**src/rtl/bdd_sbox_dualrail_ctrl.sv**
```systemverilog
// bdd_sbox_dualrail_ctrl: precharge/evaluate sequencer and dual-rail result capture for a BDD S-box.
module bdd_sbox_dualrail_ctrl #(
    parameter int N_IN         = 4,
    parameter int N_OUT        = 4,
    parameter int PRE_CYCLES   = 2,
    parameter int EVAL_TIMEOUT = 8
) (
    input  logic             clk,
    input  logic             rst_n,
    input  logic             in_valid,
    output logic             in_ready,
    input  logic [N_IN-1:0]  in_data,
    output logic [N_IN-1:0]  sbox_sel,
    output logic [N_IN-1:0]  sbox_sel_n,
    output logic             sbox_pre,
    input  logic [N_OUT-1:0] sbox_u,
    input  logic [N_OUT-1:0] sbox_c,
    output logic             out_valid,
    input  logic             out_ready,
    output logic [N_OUT-1:0] out_data,
    output logic [1:0]       out_err
);
    localparam int CMAX = (EVAL_TIMEOUT > PRE_CYCLES) ? EVAL_TIMEOUT : PRE_CYCLES;
    localparam int CW   = $clog2(CMAX) + 1;

    typedef enum logic [1:0] {IDLE, PRE, EVAL, DONE} state_t;

    state_t           r_state;
    logic [CW-1:0]    r_cnt;
    logic [N_IN-1:0]  r_sel;
    logic [N_IN-1:0]  r_sel_n;
    logic             r_pre;
    logic             r_valid;
    logic [N_OUT-1:0] r_data;
    logic [1:0]       r_err;
    logic [N_OUT-1:0] r_u;
    logic [N_OUT-1:0] r_c;
    logic             w_both;
    logic             w_all;
    logic             w_any;

    // Rail decisions use the registered samples so the async S-box outputs never feed the FSM directly.
    assign w_both = |(r_u & r_c);
    assign w_all  = &(r_u ^ r_c);
    assign w_any  = |{r_u, r_c};

    assign in_ready   = (r_state == IDLE);
    assign sbox_sel   = r_sel;
    assign sbox_sel_n = r_sel_n;
    assign sbox_pre   = r_pre;
    assign out_valid  = r_valid;
    assign out_data   = r_data;
    assign out_err    = r_err;

    always_ff @(posedge clk or negedge rst_n) begin
        if (!rst_n) begin
            r_state <= IDLE;
            r_cnt   <= '0;
            r_sel   <= '0;
            r_sel_n <= '1;
            r_pre   <= 1'b0;
            r_valid <= 1'b0;
            r_data  <= '0;
            r_err   <= 2'b00;
            r_u     <= '0;
            r_c     <= '0;
        end else begin
            r_u <= sbox_u;
            r_c <= sbox_c;
            case (r_state)
                IDLE: if (in_valid) begin
                    r_sel   <= in_data;
                    r_sel_n <= ~in_data;
                    r_cnt   <= CW'(PRE_CYCLES - 1);
                    r_state <= PRE;
                end
                PRE: if (r_cnt == '0) begin
                    if (w_any) begin
                        r_err   <= 2'b11;
                        r_data  <= '0;
                        r_valid <= 1'b1;
                        r_state <= DONE;
                    end else begin
                        r_pre   <= 1'b1;
                        r_cnt   <= CW'(EVAL_TIMEOUT - 1);
                        r_state <= EVAL;
                    end
                end else begin
                    r_cnt <= r_cnt - CW'(1);
                end
                EVAL: if (w_both || w_all || r_cnt == '0) begin
                    r_err   <= w_both ? 2'b01 : w_all ? 2'b00 : 2'b10;
                    r_data  <= (w_both || w_all) ? r_u : '0;
                    r_pre   <= 1'b0;
                    r_valid <= 1'b1;
                    r_state <= DONE;
                end else begin
                    r_cnt <= r_cnt - CW'(1);
                end
                DONE: if (out_ready) begin
                    r_valid <= 1'b0;
                    r_state <= IDLE;
                end
                default: r_state <= IDLE;
            endcase
        end
    end
endmodule
```
**config.mk**
```make
export PLATFORM = sky130hd
export DESIGN_NAME = bdd_sbox_dualrail_ctrl
export DESIGN_NICKNAME = d
export VERILOG_FILES = /design/src/rtl/bdd_sbox_dualrail_ctrl.sv
export SDC_FILE = /design/constraint.sdc
export NUM_CORES = 1
export LEC_CHECK = 0
export CORE_AREA = 2 2 60 62
export CTS_BUF_LIST = sky130_fd_sc_hd__clkbuf_8
export DETAILED_ROUTE_END_ITERATION = 12
export DIE_AREA = 0 0 62 64
export PLACE_DENSITY = 0.76
export SLEW_MARGIN = 20
export SYNTH_ARGS = -nofsm -noshare
export SYNTH_HDL_FRONTEND = slang
export SYNTH_SLANG_ARGS = --single-unit
```
**constraint.sdc**
```tcl
create_clock -name clk -period 2.34 [get_ports clk]
set_input_delay 0.351 -clock clk [delete_from_list [all_inputs] [get_ports clk]]
set_output_delay 0.351 -clock clk [all_outputs]
set_load 0.005 [all_outputs]
```
Word level (Yosys, flattened, before mapping). Index checks and enable logic that the tools add are counted.

RAM bits: 0. Output and inout bits: 17. Logic and storage cells: 72. Register bits: 30. Memories: 0. ROM bits: 0. Latch bits: 0. Input port bits: 16.

Equality and inequality tests: 11. $lt $le $gt $ge: 0. Shift operators: 0. Div/mod/pow operators: 0. Reductions and logical operators: 16. Bitwise logic cells: 3. Multiply operators: 0. Add/sub/neg operators: 1. Muxes and demuxes: 31.

Operators with widths (number): 2-to-1 mux 4 bit (8); AND reduction 4 bit (5); 2-to-1 mux 2 bit (9); inequality test 2 bit, second input constant (7); one-hot mux 4 bit (3 select lines) (1); 2-to-1 mux 1 bit (8); one-hot mux 2 bit (4 select lines) (1); one-hot mux 4 bit (2 select lines) (1); OR reduction 8 bit (1); nonzero test 3 bit (2); AND reduction 5 bit (1); bitwise AND 4 bit (1); == test 2 bit, second input constant (2); logical NOT 4 bit (1); inverter 4 bit (1); one-hot mux 2 bit (2 select lines) (1); OR reduction 4 bit (1); subtractor 4 x 1 -> 4 bit, second input constant (1); XOR 4 bit (1); inequality test 3 bit, second input constant (1); one-hot mux 1 bit (3 select lines) (1); == test 2 x 1 -> 1 bit, second input constant (1); logical NOT 2 bit (1); logical OR 1 bit (2); 3 further kinds (3).

Longest topological paths before layout.
Depth after elaboration: 6. Mapped depth: 8. Mapped depth without buffers: 6.

Worst setup path before layout. Ideal clock, no wire load.

Path type: register to register. Start point: register r_u[1]. End point: register r_cnt[0]. Buffers on the path: 1. Library setup time: 0.125 ns. Arrival time: 2.173 ns. Setup slack: 0.042 ns. Cell stages (with the launch flop): 7. Period minus slack after synthesis: 2.298 ns. Cell sequence: dfrtp_1 -> ha_1 -> nor4_2 -> a31oi_1 -> or4_4 -> buf_6 -> mux2_4.

Word-level cells in the longest chain between the ends: 6. Elaborated cells between the ends (all ways): 10. Classes of those cells: eq/ne: 2; bitwise: 2; reduce/logical: 6.

RTL lines: start, declared (line 36) `logic [N_OUT-1:0] r_u;`; start signal, assigned (line 68) `r_u <= sbox_u;`; bitwise AND 4 bit / XOR 4 bit (equally long branches) (line 43, 44); OR reduction 4 bit / AND reduction 4 bit (equally long branches) (line 43, 44); logical OR 1 bit (2 in series) (line 91) `EVAL: if (w_both || w_all || r_cnt == '0) begin`; inequality test 2 bit (no line); AND reduction 4 bit (no line) (*); end signal, assigned (line 85) `r_cnt <= CW'(EVAL_TIMEOUT - 1);`; end signal, assigned (line 89) `r_cnt <= r_cnt - CW'(1);`; end signal, assigned (line 98) `r_cnt <= r_cnt - CW'(1);`; end, declared (line 29) `logic [CW-1:0] r_cnt;`.

Mark *: on every way between the ends. The rest lies on a longest branch, timed or not. A chain may end at the register's enable or synchronous reset.

Worst setup path after layout.
Start point: register r_cnt[0]. End point: register r_cnt[0].

Word-level cells in the longest chain between the ends: 4. Elaborated cells between the ends (all ways): 9. Classes of those cells: add/sub: 1; eq/ne: 2; mux: 3; reduce/logical: 3.

RTL lines: start signal, assigned (line 74) `r_cnt <= CW'(PRE_CYCLES - 1);`; start signal, assigned (line 85); start signal, assigned (line 89); branches (longest 4 deep; another with subtractor 4 x 1 -> 4 bit).

Several ways; the timed one is not identified. The select of a mux whose other input is x is not followed.

==> flow_metrics.py <==
metrics = {
    "worst_hold_path": {
        "hold_path_class": "primary input to asynchronous set/reset pin",
    },
    "timing": {
        "max_slew.worst_pin.slew_ns": 0.404,
        "fmax_mhz": 452,
        "tns_ns": 0,
        "finalHoldViolCount": 0,
        "setup_viol": 0,
        "finalClockSkew_ns": 0.00581,
        "max_slew_margin_pct": 72.8,
        "setup_slack_ns": 0.129,
        "rsz0062_at_grt": "false",
        "finalCritPeriodShare_pct": 94.5,
        "layout_min_cycle_time_ns": 2.21,
        "finalMaxSlewViolations": 0,
    },
    "floorplan": {
        "die_h_um": 64,
        "initial_utilization_pct": 45.6,
        "io_pins": 33,
        "dieArea_mm2": 0.00397,
        "core_area_mm2": 0.00328,
        "num_rows": 21,
        "dieWidth_um": 62,
    },
    "setup_path": {
        "cp-end-kind": "flip-flop",
        "r2r_start": "r_cnt[0]",
        "cpPeakStageDelay_ns": 0.54,
        "r2r-end": "r_cnt[0]",
        "crit_arrival_ns": 2.37,
        "path_cells": "inv_1 -> ha_1 -> or3b_2 -> a31oi_1 -> or4_4 -> mux2_4",
        "worstSetupStartpointType": "flip-flop",
        "crit_required_ns": 2.50,
        "rrSetupSlack_ns": 0.13,
        "crit_path_max_fanout": 6,
        "worstSetupPathType": "flip-flop to flip-flop",
        "slowest_stage": "or3b_2",
        "rr_worst_depth": 6,
    },
    "clock_network": {
        "clock_latency_ns": 0.27,
        "clk_pin_slew_worst_paths_ns": 0.06,
        "cts_setup_buffers": 0,
        "cts.repair.resized": 0,
        "cts_buffers": 5,
        "hold_buffers": 0,
        "cts-root-buf": "clkbuf_8",
        "clock-sinks": 30,
        "clockBufferDepth": 2,
        "cts_tree": "yes",
        "htree_levels": 2,
    },
    "grt": {
        "antenna_found_initial": 0,
        "grt_use_total_pct": 17.6,
        "grt_pass1_vias": 1137,
        "grt_overflow_total": 0,
        "grt_max_degree": 31,
        "grt_pass1_wl_mm": 5.15,
    },
    "finish": {
        "antenna_cells": 0,
        "area_growth_pct": 32.6,
        "final_layout_size_suffix_gt1_share_pct": 20.3,
        "nets": 197,
    },
    "routing": {
        "ant_nets": 0,
        "vias_per_cell": 5.41,
        "drcViolationCount": 0,
        "wl_per_cell_um": 14.5,
        "initialDrtViolationCount": 80,
        "via_count": 1180,
        "routed_wl_mm": 3.17,
        "dr.pass1.iters": 4,
    },
    "place": {
        "gp_congestion": 0.925,
        "place.port_buffers": 32,
        "place_ws_ns": 0.149,
        "dpl.hpwl_mm": 2.46,
    },
    "power_and_ir_drop": {
        "pwr-share-clk_pct": 16.6,
        "pwr-share-comb_pct": 50.8,
        "peakVddDrop_v": 0.000458,
        "p_sw_share_pct": 35.5,
        "power.switching_uw": 888,
        "seqPwrFrac_pct": 32.6,
        "power.internal_uw": 1610,
        "pwr_density_cell_mw_per_mm2": 1260,
        "p_leak_uw": 0.000855,
    },
    "yosys": {
        "syn_nets": 157,
        "synth_flop_cell": "dfrtp_1",
        "synth_edf_count": 0,
        "syn_area_mm2": 0.00150,
        "ys_seq_area_share_pct": 50.5,
        "synthCells": 131,
        "synthArstFlopShare_pct": 100,
        "ys_types": 35,
        "yosysWarnings": 0,
        "ys_ff_latch": 30,
        "avgSynthCellArea_um2": 11.4,
    },
    "job": {
        "drv_cap": 0,
    },
    "outcome": {
        "status": "finished, final reports clean",
    },
}
area by class of cell:
type,instances,area [um^2]
fill,259,1300
sequential,30,756
multi-input combinational,90,692
timing repair buffer,38,365
clock buffer,6,82.6
tap,46,57.6
inverter,6,22.5
clock inverter,2,8.76
critical path, delay by kind of cell (launching register included):
family          cells  cell delay [ns]
flops               1             0.39
mux                 1             0.29
simple gates        2             0.78
buf+inv             1             0.08
fa+ha+maj           1             0.21
compound gates      1             0.34
placed cells by master (no fill, tap or decap):
cell	n
o211a_1	1
nand3b_1	1
ha_1	10
nor2b_1	2
nor3_1	3
buf_4	6
mux2i_1	1
mux2_2	11
dfrtp_1	26
nand2b_1	1
nor2_1	4
o41ai_1	2
nand4_1	2
or4_4	3
nor4_1	2
o21ai_1	1
clkbuf_8	6
clkinv_2	1
a31o_2	1
clkdlybuf4s50_1	32
dfstp_2	4
o2bb2ai_1	2
a21oi_1	5
and3_1	4
nor3b_1	2
nor4_2	1
mux2_4	1
nand3_1	1
inv_1	7
a41oi_1	1
nand2_1	10
o31ai_1	3
a221oi_1	2
or3b_2	1
a31oi_1	3
o211ai_1	1
o21ai_0	8
synth_stat cells, types with 2 or more instances:
master,instances,area [um^2]
ha_1,10,125
or4_4,3,33.8
nor3b_1,2,15.0
nor2_1,4,15.0
nand2_1,10,37.5
inv_1,6,22.5
and3_1,4,25.0
o21ai_0,8,40.0
mux2_2,11,124
a31oi_1,3,18.8
dfrtp_1,26,651
a221oi_1,2,17.5
o2bb2ai_1,2,17.5
o41ai_1,2,17.5
a21oi_1,5,25.0
nor3_1,3,15.0
o31ai_1,3,22.5
clkbuf_1,4,15.0
dfstp_2,4,105
nor4_1,2,12.5
nand4_1,2,12.5
nor2b_1,2,12.5
routing by layer:
| layer | routed length [um] | GRT usage (%) |
|---|---|---|
| met2 | 1750 | 28.4 |
| met1 | 1270 | 22.0 |
| met4 | 19 | 6.91 |
| met5 | 0 | 0 |
| met3 | 125 | 4.25 |
flip-flops by register name, indices dropped and copies added (netlist names):
| name | count |
|---|---|
| sbox_sel_n | 4 |
| r_c | 4 |
| r_cnt | 4 |
| r_state | 2 |
| sbox_sel | 4 |
| out_valid | 1 |
| out_err | 2 |
| r_u | 4 |
| out_data | 4 |
| sbox_pre | 1 |
kinds of logic (layout without fill, tap and decap cells):
group / count (synthesis) / after routing / share of synthesized area [%]
compound gates: 30 / 30 / 13.3
fa+ha+maj: 10 / 10 / 8.36
buf+inv: 11 / 52 / 3.26
flops: 30 / 30 / 50.5
mux: 13 / 13 / 9.95
simple gates: 37 / 37 / 14.6
through the flow:
stage / power, uW / area (um^2) / utilization, % / cells / hold WS (ns)
floorplan: 1620 / 1500 / - / 131 / 0.0554
global placement: 2030 / 1890 / 57.6 / 210 / 0.466
detailed placement: 2090 / 1890 / 57.6 / 210 / 0.484
CTS: 2510 / 1980 / 60.4 / 218 / 0.467
global route: 2690 / 1980 / 60.4 / 218 / 0.499
finish: 2500 / 1980 / 60.4 / 218 / 0.455
power by group through the flow:
| stage | combinational [uW] | sequential, uW | clock, uW |
|---|---|---|---|
| after floorplan | 813 | 812 | 0 |
| after global placement | 1210 | 812 | 0 |
| after detailed placement | 1270 | 822 | 0 |
| after CTS | 1280 | 814 | 424 |
| after global routing | 1390 | 837 | 454 |
| final | 1270 | 814 | 415 |
worst max path at each step:
stage / startpoint / end / slack, ns / depth (start not counted)
after detailed placement: r_cnt[0] / r_cnt[0] / 0.15 / 6
after global placement: r_c[1] / r_cnt[0] / 0.18 / 4
after CTS: r_cnt[0] / r_cnt[0] / 0.14 / 6
after global routing: r_cnt[0] / r_cnt[0] / 0.04 / 6
after floorplan: r_u[1] / r_cnt[0] / 0.04 / 6
final: r_cnt[0] / r_cnt[0] / 0.13 / 6
Power figures use the tool's default switching activity.
==> patch 1: new RTL, same settings <==
Reset style: synchronous (`rst_n`), changed in one clocked block. Comments in the files are not updated.
--- a/src/rtl/bdd_sbox_dualrail_ctrl.sv
+++ b/src/rtl/bdd_sbox_dualrail_ctrl.sv
@@ -52,7 +52,7 @@
     assign out_data   = r_data;
     assign out_err    = r_err;
 
-    always_ff @(posedge clk or negedge rst_n) begin
+    always_ff @(posedge clk) begin
         if (!rst_n) begin
             r_state <= IDLE;
             r_cnt   <= '0;
Check against the original RTL: differs if rst_n is asserted again (counterexample within 4 cycles, from zero or initial values and one cycle with rst_n low); with rst_n held inactive, the same outputs for 10 cycles.
==> patch 1 against the original RTL <==
  * Wire length rose by 3.0%
  * Hold slack got worse by 0.0075 ns
  * Total power decreased by 5.1%
  * Synthesized area decreased by 5.4%
  * Critical path depth unchanged
  * Fmax grew 4.5%
  * Sequential cell count did not move
  * Design area fell by 2.3%
  * Count of clock-buffer cells in the layout unchanged
  * Sequential share of layout area down 7.1 points
  * Setup slack gained 0.094 ns
==> patch 1: results (changes against the original RTL) <==
R2R Setup Slk 0.22 ns (was 0.13 ns); syn nets 173 (was 157); Met3 Wirelength 183 µm (was 125 µm); Post-CTS Setup Inserts 0 (unchanged); Total GRT Usage 19.7% (was 17.6%); register area share after synthesis 42.4% (was 50.5%); largest net degree at the start of global routing 20 (was 31); top post-synthesis cells by area dfxtp_1 (42%), ha_1 (9.7%), a21oi_1 (4.6%) (was dfrtp_1 (43%), ha_1 (8.4%), mux2_2 (8.3%)); Synth async-reset ratio 0% (was 100%); initial antenna violation count 0 (unchanged); met1 Resource Use GR 23.2% (was 22.0%); Max VDD drop 0.603 mV (was 0.458 mV); vias in the first global route 1302 (was 1137); complex-gate fraction of the synthesized area 22.8% (was 13.3%); initial DRC count 42 (was 80); Cell variety after synth 42 (was 35); met3 usage 7.89% (was 4.25%); Setup Skew 0.00770 ns (was 0.00581 ns); fin crit share 90.5% (was 94.5%); met1 WL 1410 µm (was 1270 µm); mux cell area share after synthesis 0.707% (was 9.95%); status complete, no violations (unchanged); Critical Path Fanout Max 8 (was 6); clock slew at reported path FFs about 0.070 ns; Diodes inserted 0 (unchanged); GRT met2 Usage 30.7% (was 28.4%); DP HPWL 2400 µm (was 2460 µm); Clk Latency, worst-skew pair 0.29 ns (was 0.27 ns); adder-cell share of the synthesized area 9.72% (was 8.36%); Hold WC Path Type flip-flop to flip-flop (was input pin to async pin); DP Worst Slack 0.241 ns (was 0.149 ns); I/O Buffers 32 (unchanged); Via density 5.28 (was 5.41); fraction of layout cells with a size suffix above 1 13.7% (was 20.3%); Worst Max-Slew Pin Slew 0.466 ns (was 0.404 ns); Arrival @ worst endpoint 2.34 ns (was 2.37 ns); Final #Nets 209 (was 197); Max stage delay cell, worst path or4_1 (was or3b_2); routability cong. 0.780 (was 0.925); Max clock buf depth 2 (unchanged); total leakage power 0.801 nW (was 0.855 nW); first-pass GRT wire length 5710 µm (was 5150 µm); CP max stage delay 0.52 ns (was 0.54 ns); WL met2 1610 µm (was 1750 µm); Post-synth top cells dfxtp_1 (30), a21oi_1 (13), ha_1 (11), inv_1 (10), nor2_1 (10) (was dfrtp_1 (26), mux2_2 (11), ha_1 (10), nand2_1 (10), o21ai_0 (8)); wirelength, routed 3260 µm (was 3170 µm)
patch 1: cell count changes in the layout (fill, tap and decap cells not counted), moves of 6 or more:
cell	unedited run	this run
dfrtp_1	26	0
dfxtp_1	0	30
a21oi_1	5	13
and2_1	0	8
mux2_2	11	0
nor2_1	4	10
patch 1: power breakdown:
part / internal, W / switching, W / leakage (nW)
sequential: 0.000619 / 0.0000797 / 0.247
combinational: 0.000499 / 0.000517 / 0.482
clock: 0.000454 / 0.000204 / 0.0714
total: 0.00157 / 0.000800 / 0.801
patch 1: cell families (layout without fill, tap and decap cells):
group           after synthesis  after routing
buf+inv                      17             54
simple gates                 45             45
compound gates               42             42
flops                        30             30
fa+ha+maj                    11             11
mux                           1              1
patch 1: stage by stage:
stage	power [W]	std cells	hold WS, ns	cell area [µm²]	utilization (%)
2_1_floorplan	0.00137	146	0.438	1420	-
3_3_place_gp	0.00167	221	0.455	1800	54.7
3_5_place_dp	0.00171	221	0.442	1800	54.7
4_1_cts	0.00238	229	0.453	1940	59.0
5_1_grt	0.00254	229	0.477	1940	59.0
6_report	0.00237	229	0.447	1940	59.0
patch 1: final timing paths:
check | cells after the start | start | end
max reg2reg | 6 | r_u[1] | r_cnt[3]
min reg2reg | 2 | out_err[0] | out_err[0]
min | 2 | out_err[0] | out_err[0]
max | 6 | r_u[1] | r_cnt[3]
patch 1: area by class of cell:
cell class	instances	area (µm²)
repair buffers	36	350
multi-input cells	99	751
well taps	46	57.6
clock inverters	2	60.1
inverters	10	37.5
clock buffers	6	82.6
fillers	273	1350
flip-flops and latches	30	601
patch 1: worst reg2reg max path, cell delays in order (launching register included):
cell and delay, ns:
dfxtp_1 0.34, ha_1 0.22, nor4_2 0.45, and3_4 0.29, a22oi_4 0.11, or4_1 0.52, a21oi_1 0.13
==> patch 2: new RTL, same flow settings <==
Without the edit above. Change the parameter `EVAL_TIMEOUT` from 8 to 16.
--- a/src/rtl/bdd_sbox_dualrail_ctrl.sv
+++ b/src/rtl/bdd_sbox_dualrail_ctrl.sv
@@ -3,7 +3,7 @@
     parameter int N_IN         = 4,
     parameter int N_OUT        = 4,
     parameter int PRE_CYCLES   = 2,
-    parameter int EVAL_TIMEOUT = 8
+    parameter int EVAL_TIMEOUT = 16
 ) (
     input  logic             clk,
     input  logic             rst_n,
Behaviour: no difference found for any inputs over 10 cycles, from zero or initial values and one cycle with rst_n low; that may be too few to reach the edited logic, so the function may still have changed.
==> patch 2 against the original RTL <==
  * Setup slack improved by 0.042 ns
  * Sequential cell count rose by 1
  * Clock power rose by 11%
  * Design area decreased by 0.38%
  * Critical path depth grew 1
  * Highest routed layer unchanged
  * Largest power group unchanged
  * Total power up 2.3%
  * Critical path type unchanged
  * Wire length fell by 8.9%
  * Synthesized area is 1.3% lower
  * Final cell count down 3.2%
==> patch 2: results (changes against the original RTL) <==
status complete, no violations (unchanged); initial DRC count 27 (was 80); Cell variety after synth 38 (was 35); placed instance area 1870 µm² (was 1890 µm²); wirelength, routed 2880 µm (was 3170 µm); top post-synthesis cells by area dfrtp_1 (46%), ha_1 (8.5%), dfstp_2 (7.1%) (was dfrtp_1 (43%), ha_1 (8.4%), mux2_2 (8.3%)); Max stage delay cell, worst path or4b_4 (was or3b_2); DP Worst Slack 0.153 ns (was 0.149 ns); largest net degree at the start of global routing 32 (was 31); met3 usage 7.09% (was 4.25%); met1 Resource Use GR 22.2% (was 22.0%); first-pass GRT wire length 5180 µm (was 5150 µm); R2R Setup Slk 0.17 ns (was 0.13 ns); fin crit share 92.7% (was 94.5%); Arrival @ worst endpoint 2.35 ns (was 2.37 ns); cells on worst reg2reg path 7 (was 6); DP HPWL 2220 µm (was 2460 µm); GRT met2 Usage 27.2% (was 28.4%); # fillers 275 (was 259); routability cong. 0.890 (was 0.925); fraction of layout cells with a size suffix above 1 17.6% (was 20.3%); total leakage power 0.862 nW (was 0.855 nW); Max VDD drop 0.811 mV (was 0.458 mV); Post-synth top cells dfrtp_1 (27), ha_1 (10), o21ai_0 (10), nand2_1 (9), inv_1 (8) (was dfrtp_1 (26), mux2_2 (11), ha_1 (10), nand2_1 (10), o21ai_0 (8)); top-area cell type share of the netlist area 45.7% (was 43.5%); vias in the first global route 1173 (was 1137); register area share after synthesis 52.8% (was 50.5%)
==> patch 2: how the worst max path moves through the flow <==
stage / start / end / cells after the start
2_1_floorplan: r_cnt[0] / out_err[0] / 6
3_3_place_gp: r_cnt[0] / out_err[0] / 6
3_5_place_dp: r_cnt[0] / r_cnt[0] / 7
4_1_cts: r_cnt[0] / r_cnt[0] / 7
5_1_grt: r_cnt[0] / r_cnt[0] / 7
6_report: r_cnt[0] / r_cnt[0] / 7
==> patch 2: kinds of logic after synthesis <==
kind of cell / Yosys count / share of synthesized area (%)
flops: 31 / 52.8
simple gates: 30 / 12.8
mux: 5 / 4.06
compound gates: 37 / 19.0
buf+inv: 11 / 2.88
fa+ha+maj: 10 / 8.47
==> patch 2: power by group <==
part           switching [W]  internal, W  total (W)  leakage (nW)
Combinational       0.000584     0.000652    0.00124         0.446
Sequential          0.000122     0.000739   0.000861         0.366
Clock               0.000192     0.000267   0.000459        0.0505
==> patch 2: through the flow <==
stage,util [%],cells
4_1_cts,60.2,211
5_1_grt,60.2,211
6_report,60.2,211
3_5_place_dp,57.0,203
2_1_floorplan,-,124
3_3_place_gp,57.0,203
==> patch 2: area by class of cell <==
type / instances / share of cell area, %
clock inverters: 1 / 0.380
flip-flops and latches: 31 / 39.5
multi-input cells: 82 / 33.1
clock buffers: 7 / 4.87
well taps: 46 / 2.91
inverters: 8 / 1.52
repair buffers: 36 / 17.7
==> patch 2: critical path, delay by kind of cell, from the launching register on <==
family,cells,cell delay (ns)
buf+inv,1,0.12
compound gates,3,0.64
fa+ha+maj,1,0.23
flops,1,0.40
simple gates,2,0.67
==> patch 2: timing repair <==
| item | 4_1_cts | 5_1_grt |
|---|---|---|
| endpoints found under the setup margin | 0 | 1 |
| resized for setup | 0 | 0 |
| endpoints found under the hold margin | 0 | 0 |
==> patch 2: routing by layer <==
metal	routed length (µm)	vias to the layer above
li1	-	533
met1	1220	528
met2	1420	34
met3	179	5
met4	65	0
met5	0	-
